$ cat src/rtl/count_snapshot_fifo.sv
// Capture stage for the binary counter: snapshots {result, count} on each trigger
// event into a small FIFO that drains to a consumer over valid/ready.
module count_snapshot_fifo #(
  parameter int COUNT_W = 6,
  parameter int DEPTH   = 4,
  parameter bit EDGE    = 1'b1
) (
  input  logic                     clk,
  input  logic                     rst,
  input  logic [COUNT_W-1:0]       count_in,
  input  logic                     result_in,
  input  logic                     trig,
  output logic [COUNT_W:0]         out_data,
  output logic                     out_valid,
  input  logic                     out_ready,
  output logic [$clog2(DEPTH):0]   level,
  output logic                     full,
  output logic                     overflow,
  input  logic                     clr_ovf
);

  localparam int PW = $clog2(DEPTH);
  localparam int LW = PW + 1;

  logic [COUNT_W:0] mem_r [DEPTH];
  logic [PW-1:0]    wr_ptr_r;
  logic [PW-1:0]    rd_ptr_r;
  logic [LW-1:0]    level_r;
  logic             trig_q_r;
  logic             overflow_r;

  logic cap_s;
  logic pop_s;
  logic push_s;
  logic drop_s;
  logic full_s;

  // Capture/push/pop decode; a full FIFO still accepts a capture when it pops in the same cycle
  always_comb begin
    full_s = (level_r == LW'(DEPTH));
    if (EDGE) begin
      cap_s = trig & ~trig_q_r;
    end else begin
      cap_s = trig;
    end
    pop_s  = (level_r != {LW{1'b0}}) & out_ready;
    push_s = cap_s & (~full_s | pop_s);
    drop_s = cap_s & full_s & ~pop_s;
  end

  // Storage, pointers, occupancy and sticky overflow
  always_ff @(posedge clk) begin
    if (!rst) begin
      for (int i = 0; i < DEPTH; i++) begin
        mem_r[i] <= {(COUNT_W+1){1'b0}};
      end
      wr_ptr_r   <= {PW{1'b0}};
      rd_ptr_r   <= {PW{1'b0}};
      level_r    <= {LW{1'b0}};
      trig_q_r   <= 1'b0;
      overflow_r <= 1'b0;
    end else begin
      trig_q_r <= trig;
      if (push_s) begin
        mem_r[wr_ptr_r] <= {result_in, count_in};
        wr_ptr_r        <= wr_ptr_r + PW'(1);
      end else begin
        wr_ptr_r <= wr_ptr_r;
      end
      if (pop_s) begin
        rd_ptr_r <= rd_ptr_r + PW'(1);
      end else begin
        rd_ptr_r <= rd_ptr_r;
      end
      case ({push_s, pop_s})
        2'b10:   level_r <= level_r + LW'(1);
        2'b01:   level_r <= level_r - LW'(1);
        default: level_r <= level_r;
      endcase
      // a drop in the same cycle as a clear keeps the flag set
      if (drop_s) begin
        overflow_r <= 1'b1;
      end else if (clr_ovf) begin
        overflow_r <= 1'b0;
      end else begin
        overflow_r <= overflow_r;
      end
    end
  end

  assign out_data  = mem_r[rd_ptr_r];
  assign out_valid = (level_r != {LW{1'b0}});
  assign level     = level_r;
  assign full      = full_s;
  assign overflow  = overflow_r;

endmodule

$ cat config.mk
export PLATFORM = sky130hd
export DESIGN_NAME = count_snapshot_fifo
export DESIGN_NICKNAME = d
export VERILOG_FILES = /design/src/rtl/count_snapshot_fifo.sv
export SDC_FILE = /design/constraint.sdc
export NUM_CORES = 1
export LEC_CHECK = 0
export CAP_MARGIN = 20
export CORE_UTILIZATION = 35
export DETAILED_ROUTE_END_ITERATION = 8
export SYNTH_ARGS = -nofsm -noshare
export SYNTH_HDL_FRONTEND = slang
export SYNTH_SLANG_ARGS = --single-unit
$ cat constraint.sdc
create_clock -name clk -period 2.05 [get_ports clk]
set_input_delay 0.615 -clock clk [delete_from_list [all_inputs] [get_ports clk]]
set_output_delay 0.615 -clock clk [all_outputs]
set_load 0.02 [all_outputs]
==> flow_metrics.py, run 1 <==
metrics = {
    "synthesis": {
        "synth_area_leader_cell": "edfxtp_1",
        "syn-cell-area_mm2": 0.00172,
        "ys_warn_count": 0,
        "seq_area_frac_synth": 0.616,
        "synthSimpleGateAreaFrac": 0.168,
        "async_flop_share": 0,
        "synth.area.top_cells": "edfxtp_1 (49%), dfxtp_1 (13%), mux4_2 (9.2%)",
        "synth_edf_count": 28,
        "synth-seq-cells": 39,
        "ys_top_cells_by_count": "nor2_1 (31), edfxtp_1 (28), nand2_1 (17)",
        "synth.avg_cell_area_um2": 12.4,
        "synth_fp_nets": 152,
        "synth_compound_area_frac": 0.0385,
        "synthAdderAreaFrac": 0.0116,
        "yosysTopAreaCellShare": 0.488,
        "synth_most_common_cell": "nor2_1",
        "synth_top_family_by_area": "simple AND/OR/NAND/NOR gates",
        "muxShareOfSynthArea": 0.109,
        "synth_cell_types": 28,
        "synthCells": 139,
        "synthXorXnorAreaFrac": 0.0203,
        "synth_top_flop_cell": "edfxtp_1",
    },
    "setup_path": {
        "crit_path_max_incr_delay_ns": 0.49,
        "cp_cell_sequence": "buf_12 -> buf_4 -> mux4_2 -> buf_6",
        "r2r_slack_ns": 0.36,
        "start_kind": "flip-flop",
        "crit_arrival_ns": 1.50,
        "worstPathRequired_ns": 1.43,
        "reg2regPathDepth": 6,
        "slowest_stage": "mux4_2",
        "path_max_fanout": 7,
        "end_kind": "primary output",
        "r2r_end": "mem_r[0][3]$_SDFFCE_PN0P_",
        "crit_type": "flip-flop to primary output",
        "r2r_start": "level[1]$_SDFFE_PN0P_",
    },
    "global_route": {
        "grt_pass1_vias": 1268,
        "grt_pass1_wl_um": 5860,
        "track_usage": 0.152,
        "antenna_found_initial": 0,
        "grt_max_degree": 13,
        "grt_overflow": 0,
    },
    "clock_network": {
        "ctsHoldBuffers": 0,
        "clockBufferDepth": 2,
        "clock_sinks": 39,
        "cts_tree": "yes",
        "numCtsBuffers": 5,
        "cts-root-buf": "clkbuf_8",
        "htreeDepth": 2,
        "cts.reportedPaths.clkPinSlew_ns": 0.07,
        "clk_latency_ns": 0.28,
    },
    "floorplanning": {
        "fp.dieW_um": 72.2,
        "start_util": 0.365,
        "core-area_mm2": 0.00472,
        "row_count": 25,
        "ios": 25,
        "die-height_um": 72.2,
        "die_area_mm2": 0.00521,
    },
    "final_layout": {
        "regArea_mm2": 0.00106,
        "multi_input_area_um2": 604,
        "fin_nets": 204,
        "final_design_area_no_fill_mm2": 0.00239,
        "final_layout_size_suffix_gt1_frac": 0.292,
        "final_cell_count_no_fill": 259,
        "nFillCells": 419,
        "antenna_cells": 0,
        "syn2layout_area_growth_pct": 38.7,
        "utilization": 0.506,
    },
    "timing": {
        "worst_slew_pin_slew_ns": 0.426,
        "maxSlewHeadroom": 0.715,
        "setup_slack_ns": -0.0688,
        "final.setup_skew_ns": 0.00447,
        "final.period_utilization": 1.03,
        "maxSlewViolCount": 0,
        "setup_viol": 2,
        "hold_viol_final": 0,
        "post-route-min-period_ns": 2.12,
        "fin_hold_ws_ns": 0.568,
        "timing.fmax_ghz": 0.472,
        "rsz0062_at_grt": "true",
    },
    "place": {
        "detailedPlacementHpwl_um": 2480,
        "placed_cells": 249,
        "port_buffers": 24,
        "place_area_mm2": 0.00224,
        "place.gp.congestion": 0.778,
        "dpl_worst_slack_ns": -0.264,
    },
    "flow_run": {
        "drv_cap": 0,
    },
    "detailed_routing": {
        "drt_pre_antenna_iters": 4,
        "viasPerCell": 4.64,
        "vias": 1201,
        "wl_um": 3490,
        "drc": 0,
        "drt_iter0_drc": 84,
        "avgRoutedWirePerCell_um": 13.5,
        "final_antenna_net_count": 0,
    },
    "hold_path": {
        "whs_path_depth": 2,
        "hold_start": "wr_ptr_r[1]$_SDFFE_PN0P_",
        "min_to": "wr_ptr_r[1]$_SDFFE_PN0P_",
        "hold_class": "flip-flop to flip-flop",
    },
    "status": {
        "status": "complete, but fails checks",
        "violations": "negative setup slack",
    },
    "power": {
        "ir_drop_uv": 802,
        "leakagePower_nw": 0.945,
        "power_density_mw_per_mm2": 1180,
    },
}
sequential cells by signal (all words and copies together) (netlist names), named ones only:
signal	flops
level	3
mem_r	28
overflow	1
rd_ptr_r	2
trig_q_r	1
wr_ptr_r	2
through the flow:
stage	setup TNS [ns]	total power [W]
2_1_floorplan	0	0.00163
3_3_place_gp	-4.51	0.00213
3_5_place_dp	-6.21	0.00215
4_1_cts	-0.213	0.00279
5_1_grt	-0.368	0.00297
6_report	-0.133	0.00282
layer usage:
| metal | part of all wire | vias up | routed length (um) | GRT usage |
|---|---|---|---|---|
| met3 | 0.046 | 5 | 161 | 0.0389 |
| met2 | 0.50 | 34 | 1750 | 0.269 |
| met4 | 0.013 | 0 | 46 | 0.0392 |
| met5 | 0 | - | 0 | 0 |
| met1 | 0.44 | 576 | 1530 | 0.185 |
| li1 | - | 586 | - | - |
layout by cell type, fill, tap and decap left out, drive strengths merged, types with 2 or more instances in the layout:
master / n
and2: 6
buf: 35
clkbuf: 6
clkdlybuf4s15: 2
clkdlybuf4s50: 14
dfxtp: 11
edfxtp: 28
inv: 5
mux2i: 3
mux4: 7
nand2: 17
nand2b: 3
nand3: 3
nor2: 31
o21ai: 2
or3: 3
xnor2: 3
critical path, delay by kind of cell (launching register included):
family / cells / cell delay, ns
buffers and inverters: 3 / 0.39
muxes: 1 / 0.49
DFF: 1 / 0.35
repair_timing:
item,in CTS,in global routing
pin swaps,0,2
setup buffers,2,0
setup endpoints to repair,9,12
hold endpoints to repair,0,0
resized for setup,38,12
area by class of cell:
type,instances,area share
Clock buffer,6,0.0346
Timing Repair Buffer,52,0.210
Clock inverter,2,0.0147
Sequential cell,39,0.445
Tap cell,67,0.0351
Inverter,5,0.00785
Multi-Input combinational cell,88,0.253
power breakdown:
part | total [W] | switching [W] | internal (W)
Combinational | 0.00116 | 0.000531 | 0.000626
Sequential | 0.00102 | 0.0000555 | 0.000961
Clock | 0.000649 | 0.000256 | 0.000394
cell families after synthesis:
| kind of cell | Yosys count |
|---|---|
| compound gates | 8 |
| flops | 39 |
| xor+xnor | 4 |
| fa+ha+maj | 1 |
| simple gates | 65 |
| buf+inv | 12 |
| mux | 10 |
worst max-delay path by stage:
stage,startpoint,end,slack [ns],cells past startpoint
after floorplan,trig,mem_r[1][0]$_SDFFCE_PN0P_,0.12,6
after global placement,out_ready,level[2]$_SDFFE_PN0P_,-0.20,6
after detailed placement,out_ready,level[2]$_SDFFE_PN0P_,-0.26,6
after CTS,flip-flop,out_data[6],-0.09,4
after global routing,flip-flop,out_data[5],-0.13,4
final,flip-flop,out_data[6],-0.07,4
Note: power is estimated with default switching activity, not from simulation.
==> run 2, diff against run 1 <==
--- a/config.mk
+++ b/config.mk
@@ -5,9 +5,9 @@
 export SDC_FILE = /design/constraint.sdc
 export NUM_CORES = 1
 export LEC_CHECK = 0
-export CAP_MARGIN = 20
 export CORE_UTILIZATION = 35
 export DETAILED_ROUTE_END_ITERATION = 8
+export REMOVE_ABC_BUFFERS = 1
 export SYNTH_ARGS = -nofsm -noshare
 export SYNTH_HDL_FRONTEND = slang
 export SYNTH_SLANG_ARGS = --single-unit
==> run 2 against run 1 <==
The flow now finishes without violations. Register-to-register slack about the same. Hold slack worse by 0.00071 ns. Setup slack better by 0.079 ns. Non-clock buffer count down 3. Maximum frequency up 3.9%. Critical path type unchanged. Largest cell class unchanged.
==> flow_metrics.py, run 2 (synthesis gave the netlist of run 1 again) <==
metrics = {
    "place": {
        "detailedPlacementHpwl_um": 2470,
        "port_buffers": 24,
        "place.gp.congestion": 0.768,
        "placed_cells": 248,
        "place_area_mm2": 0.00224,
    },
    "timing": {
        "setup_viol": 0,
        "maxSlewViolCount": 0,
        "post-route-min-period_ns": 2.04,
        "hold_viol_final": 0,
        "rsz0062_at_grt": "true",
        "maxSlewHeadroom": 0.852,
        "worst_slew_pin_slew_ns": 0.219,
        "timing.fmax_ghz": 0.490,
        "final.setup_skew_ns": 0.0106,
        "final.period_utilization": 0.995,
    },
    "clock_network": {
        "clock_sinks": 39,
        "clockBufferDepth": 2,
        "numCtsBuffers": 5,
        "postCtsSetupBuffers": 0,
        "htreeDepth": 2,
        "ctsHoldBuffers": 0,
        "cts.reportedPaths.clkPinSlew_ns": 0.08,
        "clk_latency_ns": 0.29,
        "cts-root-buf": "clkbuf_8",
        "cts_tree": "yes",
    },
    "setup_path": {
        "end_kind": "primary output",
        "slowest_stage": "mux4_2",
        "cp_cell_sequence": "buf_12 -> mux4_2 -> buf_6",
        "crit_arrival_ns": 1.42,
        "crit_type": "flip-flop to primary output",
        "start_kind": "flip-flop",
        "path_max_fanout": 7,
        "crit_path_max_incr_delay_ns": 0.52,
        "worstPathRequired_ns": 1.43,
    },
    "final_layout": {
        "layout_commonest_cell": "nor2_1",
        "final_layout_size_suffix_gt1_frac": 0.280,
        "utilization": 0.501,
        "antenna_cells": 0,
        "final_cell_count_no_fill": 256,
        "largest_register_ffs": 28,
        "final_cell_mix": "nor2_1 (31), edfxtp_1 (28), buf_4 (21)",
        "final_design_area_no_fill_mm2": 0.00237,
        "top_register": "mem_r",
        "syn2layout_area_growth_pct": 37.3,
        "fin_nets": 201,
        "nFillCells": 422,
    },
    "global_route": {
        "grt_overflow": 0,
        "grt_pass1_wl_um": 5900,
        "track_usage": 0.155,
        "antenna_found_initial": 0,
        "grt_pass1_vias": 1197,
        "grt_max_degree": 25,
    },
    "detailed_routing": {
        "vias": 1196,
        "drt_iter0_drc": 96,
        "wl_met1_um": 1510,
        "wl_met3_um": 169,
        "final_antenna_net_count": 0,
        "drt_pre_antenna_iters": 4,
        "avgRoutedWirePerCell_um": 14.0,
        "dr_wl_met2_um": 1860,
        "wl_um": 3580,
        "dr.max_layer_used": "met4",
        "viasPerCell": 4.67,
        "drc": 0,
    },
    "floorplanning": {
        "core-area_mm2": 0.00472,
        "die_area_mm2": 0.00521,
        "ios": 25,
        "die-height_um": 72.2,
        "fp.dieW_um": 72.2,
        "start_util": 0.365,
        "row_count": 25,
    },
    "power": {
        "power_density_mw_per_mm2": 1140,
        "ir_drop_uv": 804,
        "leakagePower_nw": 0.933,
    },
    "status": {
        "status": "finished clean",
    },
    "hold_path": {
        "hold_class": "flip-flop to flip-flop",
    },
    "flow_run": {
        "drv_cap": 0,
    },
}
==> run 2: path summary, 6_finish.rpt <==
check | start | to | slack [ns] | depth (start not counted)
setup / recovery | flip-flop | out_data[3] | 0.01 | 3
hold / removal | wr_ptr_r[1]$_SDFFE_PN0P_ | wr_ptr_r[1]$_SDFFE_PN0P_ | 0.57 | 2
setup reg to reg | level[1]$_SDFFE_PN0P_ | level[2]$_SDFFE_PN0P_ | 0.35 | 6
hold reg to reg | wr_ptr_r[1]$_SDFFE_PN0P_ | wr_ptr_r[1]$_SDFFE_PN0P_ | 0.57 | 2
==> run 2: what timing repair did <==
action	CTS	global route
gates resized for setup	34	18
pin swaps	1	1
setup endpoints to repair	10	12
==> run 2: layout make-up <==
class,instances,area (um2),area share
multi-input combinational,88,616,0.260
sequential,39,1060,0.449
inverter,5,18.8,0.00793
timing repair buffer,49,492,0.208
clock buffer,6,82.6,0.0349
clock inverter,2,11.3,0.00476
tap,67,83.8,0.0354
==> run 2: worst max-delay path: cells and delay by family (launching register included) <==
family	cells	cell delay, ns
DFF	1	0.34
muxes	1	0.52
buffers and inverters	2	0.28
==> run 2: report_power, final <==
group | switching (W) | total, W | internal (W)
Clock | 0.000271 | 0.000540 | 0.000269
Combinational | 0.000543 | 0.00115 | 0.000607
Sequential | 0.0000533 | 0.00101 | 0.000961
==> run 2: per-layer routing <==
metal	GRT usage	vias to the layer above
met5	0	-
met2	0.266	31
met1	0.190	580
met3	0.0444	5
li1	-	580
met4	0.0458	0
==> run 2: stage by stage <==
stage | total power (W) | hold slack [ns] | setup TNS [ns] | setup slack, ns
5_1_grt | 0.00286 | 0.600 | -0.220 | -0.0404
3_5_place_dp | 0.00215 | 0.549 | -5.66 | -0.354
6_report | 0.00270 | 0.568 | 0 | 0.0101
4_1_cts | 0.00264 | 0.569 | -0.0164 | -0.0164
3_3_place_gp | 0.00213 | 0.522 | -4.13 | -0.190
2_1_floorplan | 0.00160 | 0.511 | 0 | 0.0557
